File: src/rtl/pipe_hazard_ctrl.sv
// Pipeline sequencer for a 5-stage RV32I core: per-stage valid tracking, register enables,
// PC redirect select, data-memory request and a saturating lost-cycle counter.
module pipe_hazard_ctrl #(
   parameter int REG_AW = 5,
   parameter int CNT_W  = 16
) (
   input  logic              clk,
   input  logic              rst_n,
   input  logic              imem_ready,
   input  logic [REG_AW-1:0] id_rs1,
   input  logic [REG_AW-1:0] id_rs2,
   input  logic              id_use_rs1,
   input  logic              id_use_rs2,
   input  logic [REG_AW-1:0] ex_rd,
   input  logic              ex_regwr,
   input  logic              ex_isload,
   input  logic              ex_memop,
   input  logic              ex_redirect,
   input  logic              dmem_ready,
   output logic              if_en,
   output logic              id_en,
   output logic              ex_en,
   output logic              mem_en,
   output logic              pc_sel,
   output logic              id_valid,
   output logic              ex_valid,
   output logic              mem_valid,
   output logic              wb_valid,
   output logic              dmem_req,
   output logic [CNT_W-1:0]  stall_cnt
);

   logic             id_valid_q,  id_valid_d;
   logic             ex_valid_q,  ex_valid_d;
   logic             mem_valid_q, mem_valid_d;
   logic             wb_valid_q,  wb_valid_d;
   logic             mem_memop_q, mem_memop_d;
   logic [CNT_W-1:0] stall_cnt_q, stall_cnt_d;

   logic mem_stall;
   logic redirect;
   logic src_match;
   logic lu_hazard;

   // Hazard terms in priority order: a memory stall freezes everything, a redirect
   // squashes the younger instructions, and only then is a load-use bubble considered.
   assign mem_stall = mem_valid_q & mem_memop_q & ~dmem_ready;
   assign redirect  = ex_valid_q & ex_redirect & ~mem_stall;
   assign src_match = (id_use_rs1 & (id_rs1 == ex_rd)) | (id_use_rs2 & (id_rs2 == ex_rd));
   assign lu_hazard = id_valid_q & ex_valid_q & ex_isload & ex_regwr & (ex_rd != '0) &
                      src_match & ~mem_stall & ~redirect;

   assign dmem_req = mem_valid_q & mem_memop_q;
   assign pc_sel   = redirect;

   always_comb begin
      if_en       = 1'b0;
      id_en       = 1'b0;
      ex_en       = 1'b0;
      mem_en      = 1'b0;
      id_valid_d  = id_valid_q;
      ex_valid_d  = ex_valid_q;
      mem_valid_d = mem_valid_q;
      wb_valid_d  = 1'b0;
      mem_memop_d = mem_memop_q;
      if (!mem_stall) begin
         mem_en      = 1'b1;
         ex_en       = 1'b1;
         wb_valid_d  = mem_valid_q;
         mem_valid_d = ex_valid_q;
         mem_memop_d = ex_valid_q & ex_memop;
         if (redirect) begin
            if_en      = 1'b1;
            id_en      = 1'b1;
            id_valid_d = 1'b0;
            ex_valid_d = 1'b0;
         end else if (lu_hazard) begin
            ex_valid_d = 1'b0;
         end else begin
            ex_valid_d = id_valid_q;
            id_en      = 1'b1;
            if_en      = imem_ready;
            id_valid_d = imem_ready;
         end
      end
   end

   always_comb begin
      stall_cnt_d = stall_cnt_q;
      if ((mem_stall | lu_hazard) && (stall_cnt_q != '1))
         stall_cnt_d = stall_cnt_q + {{(CNT_W-1){1'b0}}, 1'b1};
   end

   always_ff @(posedge clk or negedge rst_n) begin
      if (!rst_n) begin
         id_valid_q  <= 1'b0;
         ex_valid_q  <= 1'b0;
         mem_valid_q <= 1'b0;
         wb_valid_q  <= 1'b0;
         mem_memop_q <= 1'b0;
         stall_cnt_q <= '0;
      end else begin
         id_valid_q  <= id_valid_d;
         ex_valid_q  <= ex_valid_d;
         mem_valid_q <= mem_valid_d;
         wb_valid_q  <= wb_valid_d;
         mem_memop_q <= mem_memop_d;
         stall_cnt_q <= stall_cnt_d;
      end
   end

   assign id_valid  = id_valid_q;
   assign ex_valid  = ex_valid_q;
   assign mem_valid = mem_valid_q;
   assign wb_valid  = wb_valid_q;
   assign stall_cnt = stall_cnt_q;

endmodule

File: config.mk
export PLATFORM = sky130hd
export DESIGN_NAME = pipe_hazard_ctrl
export DESIGN_NICKNAME = d
export VERILOG_FILES = /design/src/rtl/pipe_hazard_ctrl.sv
export SDC_FILE = /design/constraint.sdc
export NUM_CORES = 1
export LEC_CHECK = 0
export BUFFER_PORTS_ARGS = -buffer_cell sky130_fd_sc_hd__buf_2
export CAP_MARGIN = 20
export CORE_UTILIZATION = 47
export CTS_CLUSTER_DIAMETER = 60
export DETAILED_ROUTE_END_ITERATION = 8
export GPL_ROUTABILITY_DRIVEN = 0
export PLACE_DENSITY = 0.88
export REMOVE_ABC_BUFFERS = 1
export SLEW_MARGIN = 30
export SYNTH_ARGS = -nofsm -noshare
export SYNTH_HDL_FRONTEND = slang
export SYNTH_SLANG_ARGS = --single-unit
File: constraint.sdc
create_clock -name clk -period 2.35 [get_ports clk]
set_input_delay 0.3525 -clock clk [delete_from_list [all_inputs] [get_ports clk]]
set_output_delay 0.3525 -clock clk [all_outputs]
set_load 0.05 [all_outputs]
==> results.json <==
{
  "status": "completed",
  "vdd_drop_max_mv": 0.4317,
  "power.density_nw_per_um2": 540.1,
  "crit_fanout": 6,
  "r2r_start": "stall_cnt[0]",
  "power_frac_comb_pct": 27.7,
  "core_area_um2": 2297,
  "synth.avg_cell_area_um2": 10.21,
  "layout_commonest_cell": "buf_2",
  "p_sw_w": 0.0002920,
  "fin_crit_ns": 2.203,
  "netlist.area_leader.share_pct": 43.98,
  "port_buffers": 50,
  "cts_tree": "yes",
  "root_buffer": "clkbuf_4",
  "die_w_um": 52.42,
  "syn_to_final_growth_pct": 25.24,
  "hold_violations": 0,
  "reg2reg_depth": 6,
  "regArea_um2": 525.5,
  "overflow": 0,
  "clk_latency_ns": 0.32,
  "rsz0062_at_grt": "false",
  "grt_first_pass_wirelength_mm": 4.416,
  "start_util_pct": 52.02,
  "clkTransAtPathRegs_ns": 0.12,
  "clkPwrFrac_pct": 22.4,
  "skew_ns": 0.008238,
  "multi_input_area_um2": 623.1,
  "ys_ff_latch": 21,
  "critPathLaunchType": "register",
  "yosys_warnings": 0,
  "grt.total_usage_pct": 22.47,
  "synth_area_leaders": "dfrtp_1, xnor2_1, xor2_1, nor3_2, nand2_1",
  "grt_max_degree": 22,
  "wire_per_inst_um": 13.53,
  "final_nets": 196,
  "syn_area_um2": 1195,
  "power_leakage_nw": 0.7690,
  "worstSetupPathType": "reg -> out",
  "clockBufferDepth": 2,
  "io_pins": 51,
  "timing.rr.end": "stall_cnt[1]",
  "synthDistinctLibCells": 36,
  "cts_setup_buffers": 0,
  "ys_async_sr_fraction_pct": 100.0,
  "slowest_delay_ns": 0.43,
  "synth_top_area_cell": "dfrtp_1",
  "critPathCapture": "if_en",
  "drtPass1Iterations": 4,
  "dp_hpwl_mm": 2.156,
  "wirelength_mm": 2.665,
  "dr.first_iter.drc_count": 12,
  "critPathLaunch": "ex_valid",
  "dieArea_um2": 2748,
  "whs_ns": 0.2415,
  "worstSetupEndpointType": "output pin",
  "fp.dieH_um": 52.42,
  "fillCellCount": 190,
  "crit_required_ns": 2.00,
  "p_int_w": 0.0005162,
  "hold_class": "in -> reg",
  "tightest_slew_ns": 0.4580,
  "rows": 17,
  "synth-edff-count": 0,
  "seq_area_frac_synth_pct": 43.98,
  "ff2ff_setup_slack_ns": 0.16,
  "slew_violations": 0,
  "drive_gt1_share_pct": 40.83,
  "route.vias.total": 1057,
  "drc": 0,
  "syn_inst": 117,
  "post-route-period-util_pct": 93.74,
  "cap_violations": 0,
  "max_clock_freq_ghz": 0.4539,
  "clkSinkCount": 21,
  "htree_levels": 1,
  "most-common-layout-cells": "buf_2, dfrtp_1, xnor2_1, nand2_1, xor2_1",
  "grt_antenna_before_repair": 0,
  "routed_via_density": 5.365,
  "pwr-share-seq_pct": 49.8,
  "worstPathArrival_ns": 1.85,
  "relSlewSlack_pct": 69.47,
  "finalSetupViolations": 0,
  "swShare_pct": 36.13,
  "grt_pass1_vias": 1021,
  "drtAntennaViolNets": 0,
  "slowest_stage": "dfrtp_1",
  "crit_chain": "and4b_1 -> o211ai_2 -> o21ai_2 -> inv_2 -> a21o_1 -> buf_2",
  "numCtsBuffers": 3,
  "synth-main-ff-cell": "dfrtp_1",
  "setup-tns-final_ns": 0,
  "n_antenna_cell": 0
}
[layer usage]
metal / routed length (um) / GRT usage, % / vias up
met5: 0 / 0 / -
met4: 53 / 8.333 / 0
met3: 107 / 5.797 / 7
met2: 1405 / 41.14 / 31
met1: 1099 / 24.41 / 508
li1: - / - / 511
[layout make-up]
type / instances / share of cell area, %
repair buffers: 52 / 17.89
flip-flops and latches: 21 / 35.12
inverters: 5 / 1.254
well taps: 28 / 2.341
clock buffers: 4 / 1.756
multi-input cells: 87 / 41.64
[cells in the mapped netlist, types with 2 or more instances]
master   number
and2_1        2
dfrtp_1      21
inv_1         3
inv_2         2
mux2_4        2
nand2_1      13
nand3_1       8
nand4_1       6
nor2_1        6
nor2b_1       2
nor3_2        5
nor4_1        2
xnor2_1      14
xor2_1        9
[logic make-up (layout without fill, tap and decap cells)]
kind of cell / after synthesis / count (layout) / synth area share [%]
adders and majority gates: 1 / 1 / 1.047
and+or+nand+nor: 51 / 51 / 24.40
AOI/OAI and AO/OA: 10 / 10 / 7.331
buffers and inverters: 9 / 61 / 3.874
muxes: 2 / 2 / 2.513
DFF: 21 / 21 / 43.98
xor gates and xnor gates: 23 / 23 / 16.86
[worst min-delay path by stage]
stage	from	to	slack, ns	depth (start not counted)
after detailed placement	rst_n	stall_cnt[10]	0.33	1
final	ex_memop	mem_memop_q	0.24	3
after floorplan	rst_n	ex_valid	0.06	0
after global placement	rst_n	stall_cnt[15]	0.32	1
after global routing	ex_memop	mem_memop_q	0.25	3
after CTS	ex_memop	mem_memop_q	0.24	3
[flip-flops by register name (all words and copies together), names as in the netlist]
name,flops
wb_valid,1
stall_cnt,16
ex_valid,1
mem_valid,1
id_valid,1
mem_memop_q,1
[worst max-delay path, delay by kind of cell, from the launching register on]
kind                   cells  cell delay (ns)
AOI/OAI and AO/OA          3             0.58
buffers and inverters      2             0.29
DFF                        1             0.43
and+or+nand+nor            1             0.23
[repair_timing]
item                      CTS  global route
hold endpoints to repair   21             0
gates resized for setup     0             0
hold buffers                1             0
[power groups by stage]
| stage | registers (W) | logic, W | clock network (W) |
|---|---|---|---|
| after floorplan | 0.000474 | 0.0000836 | 0 |
| after global placement | 0.000407 | 0.000217 | 0 |
| after detailed placement | 0.000410 | 0.000224 | 0 |
| after CTS | 0.000402 | 0.000227 | 0.000180 |
| after global routing | 0.000405 | 0.000238 | 0.000201 |
| final | 0.000403 | 0.000224 | 0.000181 |
[through the flow]
step           total power, W  setup slack (ns)  area, um2  util (%)  cells
2_1_floorplan       0.0005578            -1.227       1167         -    113
3_3_place_gp        0.0006233            0.1975       1460     63.56    192
3_5_place_dp        0.0006336            0.1545       1460     63.56    192
4_1_cts             0.0008087            0.1300       1496     65.14    197
5_1_grt             0.0008439           0.02935       1496     65.14    197
6_report            0.0008082            0.1471       1496     65.14    197
(Power assumes the default switching activity.)
